File: src/rtl/hit_window_monitor.sv
// hit_window_monitor: counts detector hits over windows of WINDOW enabled cycles and
// publishes count/alarm/drop through a one-deep valid/ready report buffer.
module hit_window_monitor #(
    parameter int WINDOW = 64,
    parameter int CNT_W  = 8,
    parameter int THRESH = 4
) (
    input  logic             clk,
    input  logic             rst,
    input  logic             en,
    input  logic             hit_in,
    input  logic             rpt_ready,
    output logic             rpt_valid,
    output logic [CNT_W-1:0] rpt_count,
    output logic             rpt_alarm,
    output logic             rpt_drop,
    output logic             busy
);
    localparam int WCNT_W = $clog2(WINDOW);

    typedef enum logic {IDLE, RUN} state_t;

    state_t            state_q, state_d;
    logic [WCNT_W-1:0] wcnt_q, wcnt_d;
    logic [CNT_W-1:0]  acc_q, acc_d, cnt_q, cnt_d, closed;
    logic [CNT_W:0]    sum;
    logic              vld_q, vld_d, alarm_q, alarm_d, drop_q, drop_d, pend_q, pend_d;
    logic              close, load;

    // IDLE keeps wcnt/acc at zero, so a window opening from IDLE needs no special case
    always_comb begin
        sum     = {1'b0, acc_q} + (CNT_W+1)'(hit_in);
        closed  = sum[CNT_W] ? '1 : sum[CNT_W-1:0];
        close   = en && (wcnt_q == WCNT_W'(WINDOW - 1));
        load    = close && (!vld_q || rpt_ready);
        state_d = en ? RUN : IDLE;
        wcnt_d  = (en && !close) ? wcnt_q + 1'b1 : '0;
        acc_d   = (en && !close) ? closed : '0;
        vld_d   = load || (vld_q && !rpt_ready);
        cnt_d   = load ? closed : cnt_q;
        alarm_d = load ? (closed >= CNT_W'(THRESH)) : alarm_q;
        drop_d  = load ? pend_q : drop_q;
        pend_d  = close ? !load : pend_q;
    end

    always_ff @(posedge clk or negedge rst) begin
        if (!rst) begin
            state_q <= IDLE;
            wcnt_q  <= '0;
            acc_q   <= '0;
            vld_q   <= 1'b0;
            cnt_q   <= '0;
            alarm_q <= 1'b0;
            drop_q  <= 1'b0;
            pend_q  <= 1'b0;
        end else begin
            state_q <= state_d;
            wcnt_q  <= wcnt_d;
            acc_q   <= acc_d;
            vld_q   <= vld_d;
            cnt_q   <= cnt_d;
            alarm_q <= alarm_d;
            drop_q  <= drop_d;
            pend_q  <= pend_d;
        end
    end

    assign rpt_valid = vld_q;
    assign rpt_count = cnt_q;
    assign rpt_alarm = alarm_q;
    assign rpt_drop  = drop_q;
    assign busy      = (state_q == RUN);
endmodule
File: config.mk
export PLATFORM = sky130hd
export DESIGN_NAME = hit_window_monitor
export DESIGN_NICKNAME = d
export VERILOG_FILES = /design/src/rtl/hit_window_monitor.sv
export SDC_FILE = /design/constraint.sdc
export NUM_CORES = 1
export LEC_CHECK = 0
export BUFFER_PORTS_ARGS = -buffer_cell sky130_fd_sc_hd__buf_2
export CAP_MARGIN = 20
export CORE_ASPECT_RATIO = 1.1
export CORE_MARGIN = 10
export CORE_UTILIZATION = 50
export DETAILED_ROUTE_END_ITERATION = 8
export HOLD_SLACK_MARGIN = 0.02
export PLACE_DENSITY = 0.78
export SLEW_MARGIN = 20
export SYNTH_ARGS = -nofsm -noshare
export SYNTH_HDL_FRONTEND = slang
export SYNTH_SLANG_ARGS = --single-unit
File: constraint.sdc
create_clock -name clk -period 2.17 [get_ports clk]
set_input_delay 0.3255 -clock clk [delete_from_list [all_inputs] [get_ports clk]]
set_output_delay 0.3255 -clock clk [all_outputs]
set_load 0.03 [all_outputs]
==> summary.md <==
| Metric | Value |
|---|---|
| Status | `finished, final reports clean` |
| Via density | `~5.2` |
| Clock Latency Late Sink | `between 0.3 and 0.4 ns` |
| Seq/Total Area, Yosys | `55.73%` |
| Worst-case clock buffer depth | `2` |
| Largest net degree at the start of global routing | `28` |
| Final period util | `roughly 77%` |
| Worst-Margin Slew | `a little under 0.6 ns` |
| Reg2reg end | `rpt_count[6]$_DFFE_PN0P_` |
| Area contributors post-synth | `dfrtp_1 (56%), nor2_1 (4.6%), nand2_1 (3.4%), ha_1 (3.1%), mux2_2 (2.8%)` |
| Layout cells sized above 1 | `between 20% and 30%` |
| Critical path fanouts, max | `5` |
| Vias | `852` |
| Multi-input logic area | `around 500 µm²` |
| Routed wire length | `between 2000 and 2500 µm` |
| Peak Freq | `0.6016 GHz` |
| Kind of cell adding the most delay to the critical path | `adder cells` |
| Most frequent cells in the layout | `dfrtp_1 (27), buf_2 (16), nor2_1 (15)` |
| CP Cell Sequence | `ha_1 > ha_1 > and4_2 > a21oi_1 > a21oi_1 > mux2_2` |
| Mapped cell area | `approximately 1200 µm²` |
| Hold Path End | `busy$_DFF_PN0_` |
| Data arrival, critical path | `about 1.9 ns` |
| Total Routing Usage GR | `roughly a tenth` |
| Gate Count Post-Synth | `about 120` |
| Final setup fails | `0` |
| Drt first pass iters | `4` |
| Max-cap check violation count | `0` |
| Async set or reset register ratio after synthesis | `between 90% and 100%` |
| Final setup TNS | `0 ns` |
| Hold Crit Depth | `1` |
| Mux contribution to synthesized area | `about 2.8%` |
| Setup bufs post-CTS | `0` |
| Layout Nets | `roughly 140` |
| Syn-to-layout area delta | `11.76%` |
| RSZ-0062 raised after global routing | `no` |
| Worst slew margin | `about three fifths` |
| Crit-path max cell delay | `between 0.3 and 0.4 ns` |
| Worst Setup Start Kind | `register` |
| DRC Markers | `0` |
| Pleak | `between 0.6 and 0.7 nW` |
| # H-tree levels | `1` |
| Antenna-violating nets left | `0` |
| Primary FF master, synth | `dfrtp_1` |
| Initial core utilization | `a little over half` |
| WS Path Type | `reg -> reg` |
| Synth Area in Compound Gates | `between 9 and 10%` |
| CP Data Required Time | `2.39 ns` |
| Hold Crit Class | `in -> reg` |
| Post-CTS Hold Fix Bufs | `1` |
| Clock-pin slew of the registers on the worst-case setup and hold paths | `0.14 ns` |
| First-pass GRT wire length | `just under 4000 µm` |
| Sinks on Clock Net | `27` |
| Register area | `675.6 µm²` |
| Die ar. | `approximately 4800 µm²` |
| Crit. Startpoint | `acc_q[0]$_DFF_PN0_` |
| Vias in the first global route | `861` |
| Synth top area share | `55.73%` |
| Post_cts resized | `0` |
| Synth Area in XOR/XNOR | `roughly 4.3%` |
| FF-to-FF path depth | `6` |
| Die X | `about 67 µm` |
| Initial DRC Count | `40` |
| Crit path buffers/inverters | `0` |
| Final worst setup slack | `just over 0.5 ns` |
| Fin crit period | `between 1.5 and 2 ns` |
| Synth Area in Adders | `3.096%` |
| Min Hold Slack | `~0.17 ns` |
| VDD IR max | `around 0.0005 V` |
| Worst slack, placed | `roughly 0.44 ns` |
| Die height | `between 70 and 80 µm` |
| Reg2Reg Setup Slack | `0.51 ns` |
| Final hold vios | `0` |
| CTS root buf | `clkbuf_4` |
| Num CTS Buffers | `3` |
| # diodes | `0` |
| Synth unique cells | `33` |
| # IOs | `17` |
| Core area | `~2300 µm²` |
| # rows | `18` |
| Yosys reg bits | `27` |
| Slowest-stage cell, CP | `dfrtp_1` |
| Ys Warns | `0` |
| Remaining Overflow, GRT | `0` |
| Fill cell count | `about 200` |
| Max-slew violations | `0` |
| Largest family of logic cells by synthesized area | `simple AND/OR/NAND/NOR gates` |
| Port bufs | `16` |
| Post-synth EDFFs | `0` |
| Synth Area per Inst | `roughly 11 µm²` |
| DR WL/cell | `between 10 and 15 µm` |
| Most common cell after layout, fill and taps aside | `dfrtp_1` |
| CTS tree | `done` |
| Clock Skew | `0.003806 ns` |
| GP Congestion | `0.8081` |
| Post-Synth Simple-Gate Area | `22.70%` |
| Final HPWL DP | `1695 µm` |
| Post-Syn Nets | `123` |
| Hold Crit Start | `en` |
| Pwr/cell area | `roughly 570 nW/µm²` |
| RR Startpoint | `acc_q[0]$_DFF_PN0_` |
| Initial antenna violation count | `0` |
| CP endpoint kind | `register` |
| Area leader, netlist | `dfrtp_1` |
-- cell families (layout without fill, tap and decap cells) --
family	after synthesis	after routing
flops	27	27
simple gates	51	51
xor+xnor	6	6
fa+ha+maj	3	3
buf+inv	6	24
compound gates	19	19
mux	3	3
-- worst register-to-register path, delay by kind of cell, from the launching register on --
kind | cells | cell delay, ns
AND/OR/NAND/NOR | 1 | 0.23
AO/OA/AOI/OAI | 2 | 0.21
multiplexers | 1 | 0.27
adder cells (fa/ha/maj) | 2 | 0.46
flip-flops | 1 | 0.39
-- how the worst max path moves through the flow --
stage,endpoint,slack [ns],cells past startpoint
global route,rpt_alarm$_DFFE_PN0P_,0.34,5
detailed placement,rpt_count[6]$_DFFE_PN0P_,0.44,7
CTS,rpt_count[6]$_DFFE_PN0P_,0.52,6
finish,rpt_count[6]$_DFFE_PN0P_,0.51,6
global placement,rpt_count[6]$_DFFE_PN0P_,0.49,7
floorplan,rpt_count[6]$_DFFE_PN0P_,0.63,6
-- layout make-up --
class / count / share of cell area (%)
multi-input combinational: 82 / 37.67
inverter: 2 / 0.5540
timing repair buffer: 18 / 7.202
tap: 30 / 2.770
sequential: 27 / 49.86
clock buffer: 4 / 1.939
-- where the power goes --
part / internal, mW / switching, mW
registers: 0.512 / 0.00610
logic: 0.0142 / 0.0279
clock network: 0.0719 / 0.138
total: 0.598 / 0.172
-- layer usage --
layer / part of all wire, % / global-route usage [%] / vias to the layer above
met5: 0 / 0 / -
met4: 0.55 / 4.110 / 0
met3: 2.1 / 2.333 / 2
met2: 53 / 17.83 / 11
met1: 44 / 11.40 / 404
li1: - / - / 435
-- synthesized netlist by cell type, drive strengths merged, types with 2 or more instances --
cell / n
nand4: 4
and3: 2
o21ai: 8
buf: 3
mux2: 3
a21oi: 5
xor2: 3
nand2b: 3
nor2b: 4
nand2: 11
and2: 4
dfrtp: 27
ha: 3
nor2: 15
nand3: 3
xnor2: 3
and4: 2
inv: 2
-- flip-flops by register name, indices dropped and copies added (netlist names) --
name       flops
acc_q          8
rpt_count      8
wcnt_q         6
busy           1
pend_q         1
rpt_alarm      1
rpt_drop       1
rpt_valid      1
-- stage by stage --
stage          instances  power [mW]  cell area (µm²)  util, %
6_report             163      0.7707             1355    59.57
3_3_place_gp         158      0.5679             1319    57.98
3_5_place_dp         158      0.5702             1319    57.98
4_1_cts              163      0.7797             1355    59.57
2_1_floorplan        115      0.5494             1212        -
5_1_grt              163      0.8075             1355    59.57
Note: power is estimated with default switching activity, not from simulation.
